### src/rtl/linear_m_inv_serial.sv
// linear_m_inv_serial: serial inverse PRINCE linear layer, y = M'(SR^-1(x)), one 16-bit column per cycle.
module linear_m_inv_serial (
   input  logic        clk,
   input  logic        rst_n,
   input  logic        in_valid,
   output logic        in_ready,
   input  logic [63:0] data_in,
   output logic        out_valid,
   input  logic        out_ready,
   output logic [63:0] data_out
);
   typedef enum logic [1:0] {IDLE, CALC, DONE} state_t;
   state_t      state, state_nxt;
   logic [1:0]  cnt;
   logic [63:0] work, res, sr;
   logic [15:0] col;

   // Output nibble r, bit p (p=0 is MSB) drops the input row k where (r+k+off)%4 == p.
   function automatic logic [15:0] mhat(input logic [15:0] c, input logic off);
      logic [15:0] y;
      y = '0;
      for (int r = 0; r < 4; r++)
         for (int p = 0; p < 4; p++)
            for (int k = 0; k < 4; k++)
               if (((r + k + int'(off)) % 4) != p)
                  y[15-4*r-p] = y[15-4*r-p] ^ c[15-4*k-p];
      return y;
   endfunction

   assign sr = {data_in[63:60], data_in[11:8],  data_in[23:20], data_in[35:32],
                data_in[47:44], data_in[59:56], data_in[7:4],   data_in[19:16],
                data_in[31:28], data_in[43:40], data_in[55:52], data_in[3:0],
                data_in[15:12], data_in[27:24], data_in[39:36], data_in[51:48]};

   // Counter 0..3 walks col3..col0; middle columns use the off=1 matrix.
   assign col       = mhat(work[{~cnt, 4'b0} +: 16], cnt[1] ^ cnt[0]);
   assign in_ready  = state == IDLE;
   assign out_valid = state == DONE;
   assign data_out  = res;

   always_ff @(posedge clk or negedge rst_n)
      if (!rst_n) state <= IDLE;
      else        state <= state_nxt;

   always_comb begin
      state_nxt = state;
      state_nxt = (state == IDLE && in_valid)   ? CALC :
                  (state == CALC && cnt == 2'd3) ? DONE :
                  (state == DONE && out_ready)  ? IDLE : state;
   end

   always_ff @(posedge clk or negedge rst_n)
      if (!rst_n) begin
         cnt  <= '0;
         work <= '0;
         res  <= '0;
      end else if (state == IDLE && in_valid) begin
         work <= sr;
         cnt  <= '0;
      end else if (state == CALC) begin
         res[{~cnt, 4'b0} +: 16] <= col;
         cnt                     <= cnt + 2'd1;
      end
endmodule

### config.mk
export PLATFORM = sky130hd
export DESIGN_NAME = linear_m_inv_serial
export DESIGN_NICKNAME = d
export VERILOG_FILES = /design/src/rtl/linear_m_inv_serial.sv
export SDC_FILE = /design/constraint.sdc
export NUM_CORES = 1
export LEC_CHECK = 0
export ABC_CLOCK_PERIOD_IN_PS = 3310
export CAP_MARGIN = 20
export CORE_MARGIN = 2
export CORE_UTILIZATION = 50
export CTS_CLUSTER_DIAMETER = 120
export CTS_CLUSTER_SIZE = 14
export DETAILED_ROUTE_END_ITERATION = 10
export HOLD_SLACK_MARGIN = 0.1
export PLACE_DENSITY = 0.8
export SYNTH_ARGS = -nofsm -noshare
export SYNTH_HDL_FRONTEND = slang
export SYNTH_SLANG_ARGS = --single-unit
### constraint.sdc
create_clock -name clk -period 3.31 [get_ports clk]
set_clock_uncertainty 0.1 [all_clocks]
set_input_delay 0.331 -clock clk [delete_from_list [all_inputs] [get_ports clk]]
set_output_delay 0.331 -clock clk [all_outputs]
set_load 0.02 [all_outputs]
After elaboration in Yosys (flattened, before gate mapping). Cells that the tools add are included.

Register bits: 132. Logic and storage cells: 180. Input port bits: 68.

Shift operators: 3. Multiplexer cells: 68. Reduce and logical (&&, ||, !) cells: 19. Eq/ne operators: 21. Add/sub/neg operators: 8. Bitwise gates (word level): 57.

Operators with widths (count): $reduce_bool 32->1 (6); $bwmux 64 (1); $shift 16x8->64 const A (1); $shiftx 16x8->64 (1); $shiftx 64x7->16 (1); $mux 1 (62); $xor 1x1->1 (49); $ne 3x3->1 const B (12); $ne 3x2->1 const B (6); $reduce_or 2->1 (6); $mux 2 (5); $neg 6->8 (1); $add 1x1->2 const A (3); $add 2x1->2 const A (3); $and 1x1->1 const A (6); $eq 2x2->1 const B (2); $logic_and 1x1->1 (3); $reduce_bool 3->1 (1); $add 2x1->2 const B (1); $eq 2x1->1 const B (1); $logic_not 2->1 (1); $not 2->2 (1); $reduce_and 2->1 (1); $reduce_bool 2->1 (1); $not 1->1 (1).

Longest topological paths before layout. Gate-level depths: netlist of the first run.

Word-level depth: 14. Gate-level depth with buffers: 9. Depth with buffers taken out: 5.

Worst setup path after synthesis of the first run. No wires, ideal clock.

Path kind: register to register. Start: register cnt[1]. End: register res[37], in the netlist data_out[37]. Buffers on the path: 4. Required time: 3144 ps. Setup time: 66 ps. Path slack: 747 ps. Cell stages (with the launch flop): 10. Arrival: 2397 ps. Period minus slack after synthesis: 2563 ps. Path through: dfrtp_1 > buf_2 > buf_2 > inv_1 > ha_1 > buf_2 > nand2_1 > nor3_1 > clkbuf_1 > a22o_1.

Cells in the longest elaborated chain, start to end: 14. Elaborated cells between the ends (all ways): 159. Those cells by class: 7 x add/sub; 18 x eq/ne; 3 x shift; 63 x mux; 56 x bitwise; 12 x reduce/logical.

Ends and longest elaborated chain: start, declared (RTL line 14) `logic [1:0] cnt;`; start signal, assigned (RTL line 62) `cnt <= cnt + 2'd1;`; $xor 1x1->1 (RTL line 36) `assign col = mhat(work[{~cnt, 4'b0} +: 16], cnt[1] ^ cnt[0]);`; $add 2x1->2 or $add 1x1->2 (tied branches) (RTL line 25) `if (((r + k + int'(off)) % 4) != p)`; $reduce_or 2->1 (no source line); $and 1x1->1 (no source line); $reduce_bool 32->1, or another cell as far along (RTL line 25); $mux 1 (RTL line 25); $xor 1x1->1 (RTL line 26) `y[15-4*r-p] = y[15-4*r-p] ^ c[15-4*k-p];`; $mux 1 (RTL line 25); $xor 1x1->1 (RTL line 26); $mux 1 (RTL line 25); $xor 1x1->1 (RTL line 26); $mux 1 (RTL line 25); $shiftx 16x8->64 (RTL line 61) `res[{~cnt, 4'b0} +: 16] <= col;`; $bwmux 64 (*) (RTL line 61); end signal, assigned by index (RTL line 61); end, declared (RTL line 15) `logic [63:0] work, res, sr;`.

Mark *: on every way between the ends. The rest lies on a longest branch, timed or not. A chain may end at the register's enable or synchronous reset.

Final worst setup path of the first run.
Start: register cnt[0]. End: register res[28], in the netlist data_out[28].

The elaborated chain is that of the path after synthesis.

==> metrics.yaml, run 1 <==
logic_synthesis:
  netlist_instances: 430
  multiplexer_share_of_the_synthesized_area_pct: 21.2
  number_of_warnings_reported_in_the_yosys_synthesis_log: 0
  synth_area_sq_um: 5840
  synth_seq_cells: 132
  post_synth_xor_area_fraction_pct: 7.05
  synth_top_area_share_pct: 56.5
  ys_top_cells_by_area: "dfrtp_1 57%, mux2_2 12%, mux4_2 6.2%, xnor2_1 4.8%, a22o_1 4.5%"
  post_synth_num_cell_types: 25
  synth_top_area_cell: "dfrtp_1"
  synthAdderAreaFrac_pct: 1.07
  mappedNetlistNets: 503
  synthSimpleGateAreaFrac_pct: 3.88
  main_combinational_cell_family_by_area_after_synthesis: "multiplexers"
  synth.yosys.seq_area_share_pct: 56.5
  synthesized_area_per_cell_sq_um: 13.6
  synth_compound_area_share_pct: 8.22
cts:
  ctsLongestPathBuffers: 2
  clkLatencyLatePin_ps: 420
  cts-buffers-inserted: 17
  clkSlewWorstSetupHoldPaths_ps: 60
  cts_sinks: 132
  clock_tree_from_tritoncts: "yes"
  root_buffer: "clkbuf_16"
  htree_num_levels: 4
final_layout:
  fillers: 814
  num_antenna_cells: 0
  final_non_filler_cell_area_sq_um: 7940
  drive_above_1_share_pct: 21.5
  layout_cells_excl_fill: 721
  final_net_count: 639
  seqCellArea_sq_um: 3300
  synthToLayoutAreaGrowth_pct: 35.9
  multi_input_logic_area_sq_um: 2440
critical_path:
  timing.critical_path.arrival_ps: 2690
  cp_max_fo: 24
  worst_r2r_startpoint: "cnt[0]"
  critical_path.endpoint_type: "flip-flop"
  critical_path.reg2reg.endpoint: "data_out[28]"
  timing.critical_path.required_ps: 3470
  timing_worst_setup_path_type: "reg -> reg"
  worst_r2r_path_depth: 5
  setup.reg_to_reg.worst_slack_ps: 780
  start_kind: "flip-flop"
  startpoint: "cnt[0]"
placement:
  dp.final_hpwl_um: 9740
  gp_congestion: 0.861
  port-buffer-count: 133
  placed_cell_area_sq_um: 7330
  placed_cells_incl_taps: 689
min_path:
  hp-start: "data_out[25]"
  worstHoldPathType: "reg -> reg"
  min_to: "data_out[25]"
  timing.hold.worst_path_depth: 2
drt:
  route.detailed.wl_per_inst_um: 19.0
  vias: 4022
  route.final.wire_length_um: 13700
  drt_pass1_iterations: 4
  drc_errors: 0
  route.detailed.vias_per_inst: 5.58
  number_of_antenna_violating_nets_in_the_routed_design: 0
  first_iter_violations: 168
outcome:
  outcome: "finished, final reports clean"
sta:
  slew_viol_final: 0
  final_hold_viol_count: 0
  final.min_clock_period_ps: 2530
  rsz0062_at_grt: "no"
  total_negative_setup_slacks_ps: 0
  final_min_period_over_clock_period_pct: 76.5
  worst_pin_slew_ps: 993
  slew_headroom_pct: 33.4
  setup_viol_count_final: 0
  fmax_ghz: 0.395
power_and_ir_drop:
  netSwitchingPower_mw: 4.04
  peakVddDrop_uv: 570
  power_density_nw_per_um2: 1250
  switching_share_pct: 40.6
  clockPowerShare_pct: 19.2
  post-layout-total-power_mw: 9.94
  share_of_total_power_in_combinational_logic_pct: 53.6
  cellLeakagePower_nw: 3.37
  reg_power_share_pct: 27.2
  cellInternalPower_mw: 5.90
die:
  io_pins: 134
  num_rows: 39
  core_area_sq_um: 11400
  floorplan.die.width_um: 112
  floorplan.die_area_sq_um: 12600
  die_h_um: 112
  floorplan.initialDensity_pct: 51.2
grt:
  gr-usage-all-layers_pct: 23.1
  global_route.peak_usage_layer: "met2"
  first_global_vias: 4161
  grt_antenna_before_repair: 0
  met3_usage_pct: 4.43
  grt_max_degree: 72
  global_route_wire_length_before_repair_um: 22400
  met1_usage_pct: 32.2
  grt_use_met2_pct: 36.4
  global_route.overflow_total: 0
job:
  max_cap_viol_count: 0
final cells by class:
class                      instances  area share, %
clock buffer                      21           5.92
multi-input combinational        272           30.7
tap                              143           2.25
timing repair buffer             140           17.7
inverter                           3          0.142
sequential                       132           41.6
clock inverter                    10           1.64
power by group through the flow:
stage                     clock network [mW]  logic (mW)  registers [mW]
after floorplan                            0        3.46            2.91
after global placement                     0        5.15            2.67
after detailed placement                   0        5.31            2.72
after CTS                               1.92        5.35            2.71
after global routing                    1.99        5.75            2.79
final                                   1.90        5.33            2.71
through the flow:
stage / hold slack [ps] / worst slack, ps / util [%]
global placement: 361 / 914 / 64.2
global route: 374 / 643 / 69.5
finish: 378 / 778 / 69.5
floorplan: -64.6 / 747 / -
detailed placement: 373 / 883 / 64.2
CTS: 376 / 775 / 69.5
synthesized netlist by cell type:
library cell    n
buf_6           1
dfrtp_1       132
o21ai_0        21
mux2i_1        16
or4_1           1
o41ai_2         2
mux2_2         64
nor2_1          3
inv_1           3
nand2_2         2
buf_2           3
clkbuf_1       17
buf_4           2
o21ai_1        14
xor2_1         15
nor2b_1         1
nand4_1         1
nand2_1        44
nor3_1          2
a22o_1         30
mux4_2         16
xnor2_1        32
a21oi_1         2
nor3b_1         1
ha_1            5
placed cells by master, fill, tap and decap left out, types with 2 or more instances in the layout:
master,Yosys,layout
a21oi_1,2,2
a22o_1,30,30
buf_12,0,2
buf_4,2,5
bufinv_16,0,3
clkbuf_16,0,17
clkbuf_8,0,3
clkdlybuf4s50_1,0,132
clkinv_2,0,5
clkinvlp_4,0,2
dfrtp_1,132,132
ha_1,5,5
inv_1,3,3
mux2_2,64,64
mux2i_1,16,16
mux4_2,16,16
nand2_1,44,44
nand2_2,2,2
nor2_1,3,3
nor3_2,0,2
o21ai_0,21,21
o21ai_1,14,14
o41ai_2,2,2
xnor2_1,32,32
xor2_1,15,15
logic make-up (layout without fill, tap and decap cells):
group,count (synthesis),after routing
adders and majority gates,5,5
muxes,96,96
DFF,132,132
buffers and inverters,26,174
and+or+nand+nor,55,55
AOI/OAI and AO/OA,69,69
xor gates and xnor gates,47,47
repair_timing:
action / CTS / global route
hold buffers: 1 / 0
buffers inserted: 0 / 0
endpoints found under the hold margin: 70 / 0
resized for setup: 0 / 0
critical path, cell delays in order, from the launching register on:
cell	delay [ps]
dfrtp_1	350
buf_4	370
mux4_2	650
xnor2_1	170
xnor2_1	490
o21ai_0	220
worst max path at each step:
| stage | endpoint | slack (ps) | cells after the start |
|---|---|---|---|
| detailed placement | data_out[58] | 880 | 4 |
| global route | data_out[61] | 640 | 4 |
| global placement | data_out[28] | 910 | 5 |
| CTS | data_out[28] | 770 | 5 |
| finish | data_out[28] | 780 | 5 |
| floorplan | data_out[37] | 750 | 9 |
metal layers:
metal	vias up	part of all wire, %
li1	1816	-
met1	2039	45
met2	145	48
met3	22	5.4
met4	0	1.9
met5	-	0
registers in the layout, indices dropped and copies added (netlist names):
name      flops
state         2
data_out     64
cnt           2
work         64
Power figures use the tool's default switching activity.
==> run 2, diff against run 1 <==
Settings changed: ABC_CLOCK_PERIOD_IN_PS 3310 to 2100, CORE_UTILIZATION 50 to 45, PLACE_DENSITY 0.8 to 0.76.
Clock period 3.31 ns to 2.1 ns, I/O delays scaled along.
==> run 2 against run 1 <==
  * The run now ends with setup timing left
  * Final area rose by 11%
  * Critical endpoint is now data_out[21]
  * Largest cell class unchanged
  * Die area rose by 11%
  * Hold slack got worse by 200 ps
  * Register-to-register slack got worse by 890 ps
  * Routed wire length rose by 8.2%
  * Core utilization fell by 0.090 points
==> metrics.yaml, run 2 (synthesis results as in run 1) <==
cts:
  clkSlewWorstSetupHoldPaths_ps: 60  # about the same
  cts-buffers-inserted: 17  # unchanged
  htree_num_levels: 4  # unchanged
  root_buffer: "clkbuf_16"
  ctsLongestPathBuffers: 2  # unchanged
  cts_sinks: 132  # unchanged
  clkLatencyLatePin_ps: 410  # about the same
  clock_tree_from_tritoncts: "yes"
die:
  num_rows: 41  # +5.1%
  die_h_um: 118  # +5.2%
  io_pins: 134  # unchanged
  floorplan.initialDensity_pct: 46.1  # -5.1 points
  core_area_sq_um: 12700  # +11%
  floorplan.die_area_sq_um: 13900  # +11%
  floorplan.die.width_um: 118  # +5.2%
placement:
  dp_worst_setup_slack_ps: -134  # -1020 ps
  placed_cell_area_sq_um: 7550  # +3.0%
  gp_congestion: 0.803  # -6.7%
  dp.final_hpwl_um: 10200  # +4.2%
  port-buffer-count: 133  # unchanged
drt:
  route.final.wire_length_um: 14900  # +8.2%
  met3_length_um: 869  # +17%
  first_iter_violations: 261  # +55%
  route.detailed.vias_per_inst: 5.41  # -3.0%
  drt_pass1_iterations: 4  # unchanged
  vias: 4243  # +5.5%
  routed.top_layer: "met4"
  wl_met2_um: 7290  # +11%
  wl_met1_um: 6410  # +4.2%
  drc_errors: 0  # unchanged
  number_of_antenna_violating_nets_in_the_routed_design: 0  # unchanged
  route.detailed.wl_per_inst_um: 18.9  # -0.49%
sta:
  finalHoldWorstSlack_ps: 175  # -203 ps
  total_negative_setup_slacks_ps: -1480  # -1480 ps
  slew_viol_final: 0  # unchanged
  rsz0062_at_grt: "yes"
  fmax_ghz: 0.453  # +15%
  setup_viol_count_final: 35  # +35
  final_hold_viol_count: 0  # unchanged
  slew_headroom_pct: 58.5  # +25 points
  final_min_period_over_clock_period_pct: 105  # +29 points
  final.setup.worst_slack_ps: -110  # -888 ps
  worst_pin_slew_ps: 621  # -372 ps
  final.min_clock_period_ps: 2210  # -322 ps
final_layout:
  final_non_filler_cell_area_sq_um: 8800  # +11%
  multi_input_logic_area_sq_um: 2810  # +15%
  mostFrequentLayoutCell: "clkdlybuf4s50_1"
  num_antenna_cells: 0  # unchanged
  final_cell_mix: "132 x clkdlybuf4s50_1, 131 x dfrtp_1, 64 x mux2_2"
  fillers: 853  # +4.8%
  drive_above_1_share_pct: 33.0  # +12 points
  synthToLayoutAreaGrowth_pct: 50.6
  final_net_count: 672  # +5.2%
  seqCellArea_sq_um: 3300  # about the same
grt:
  first_global_vias: 4438  # +6.7%
  gr-usage-all-layers_pct: 21.0  # -2.1 points
  global_route_wire_length_before_repair_um: 23100  # +3.3%
  grt_antenna_before_repair: 0  # unchanged
  grt_max_degree: 65  # -9.7%
  global_route.overflow_total: 0  # unchanged
critical_path:
  setup.reg_to_reg.worst_slack_ps: -110  # -890 ps
  cp_max_fo: 6  # -75%
  worst_r2r_path_depth: 6  # +1
  start_kind: "flip-flop"
  timing.critical_path.arrival_ps: 2400  # -290 ps
  timing_worst_setup_path_type: "reg -> reg"
  timing.critical_path.required_ps: 2290  # -1180 ps
  critical_path.endpoint_type: "flip-flop"
min_path:
  worstHoldPathType: "in -> async"
outcome:
  failing_checks: "setup timing"
  outcome: "finished with violations"
job:
  max_cap_viol_count: 0  # unchanged
==> run 2: cell types whose count changed in the layout (fill, tap and decap cells not counted), sizes merged <==
cell | previous run | this run
clkinvlp | 2 | 3
clkbuf | 21 | 20
bufinv | 3 | 6
buf | 7 | 39
inv | 3 | 2
==> run 2: final cells by class <==
cell class	count	area share (%)
Clock buffer	19	5.03
Sequential cell	132	37.6
Tap cell	172	2.45
Multi-Input combinational cell	272	31.9
Clock inverter	13	2.62
Inverter	3	0.185
Timing Repair Buffer	173	20.2
==> run 2: routing by layer <==
layer	track usage, %	up-vias
met5	0	-
met4	7.23	0
met3	4.99	25
met2	33.6	171
met1	28.4	2174
li1	-	1873
==> run 2: worst paths after layout <==
kind	from	end
hold / removal	rst_n	data_out[21]
max in group asynchronous	rst_n	cnt[0]
setup / recovery	cnt[0]	data_out[21]
min in group clk	out_ready	state[1]
hold reg to reg	data_out[26]	data_out[26]
setup reg to reg	cnt[0]	data_out[21]
==> run 2: timing repair <==
action                                 4_1_cts  5_1_grt
resized for setup                           16       69
endpoints found under the hold margin      132        0
pin swaps                                    3       18
hold buffers                                 1        0
setup buffers                                3       11
setup endpoints to repair                   37       53
cloned                                       0        2
==> run 2: worst max-delay path: stages, from the launching register on <==
cell and delay (ps):
dfrtp_2 380, buf_12 130, buf_8 130, mux4_2 600
xnor2_1 370, xnor2_1 260, o21ai_1 120
==> run 2: per-stage QoR <==
step / utilization, % / cells
final: 69.4 / 784
after global routing: 69.4 / 784
after CTS: 66.0 / 771
after detailed placement: 59.6 / 735
after global placement: 59.6 / 735
after floorplan: - / 430
Power of run 2 is left out: the tool's default activity adds up to more than one toggle a clock period on the data nets, which glitch-free logic cannot reach.
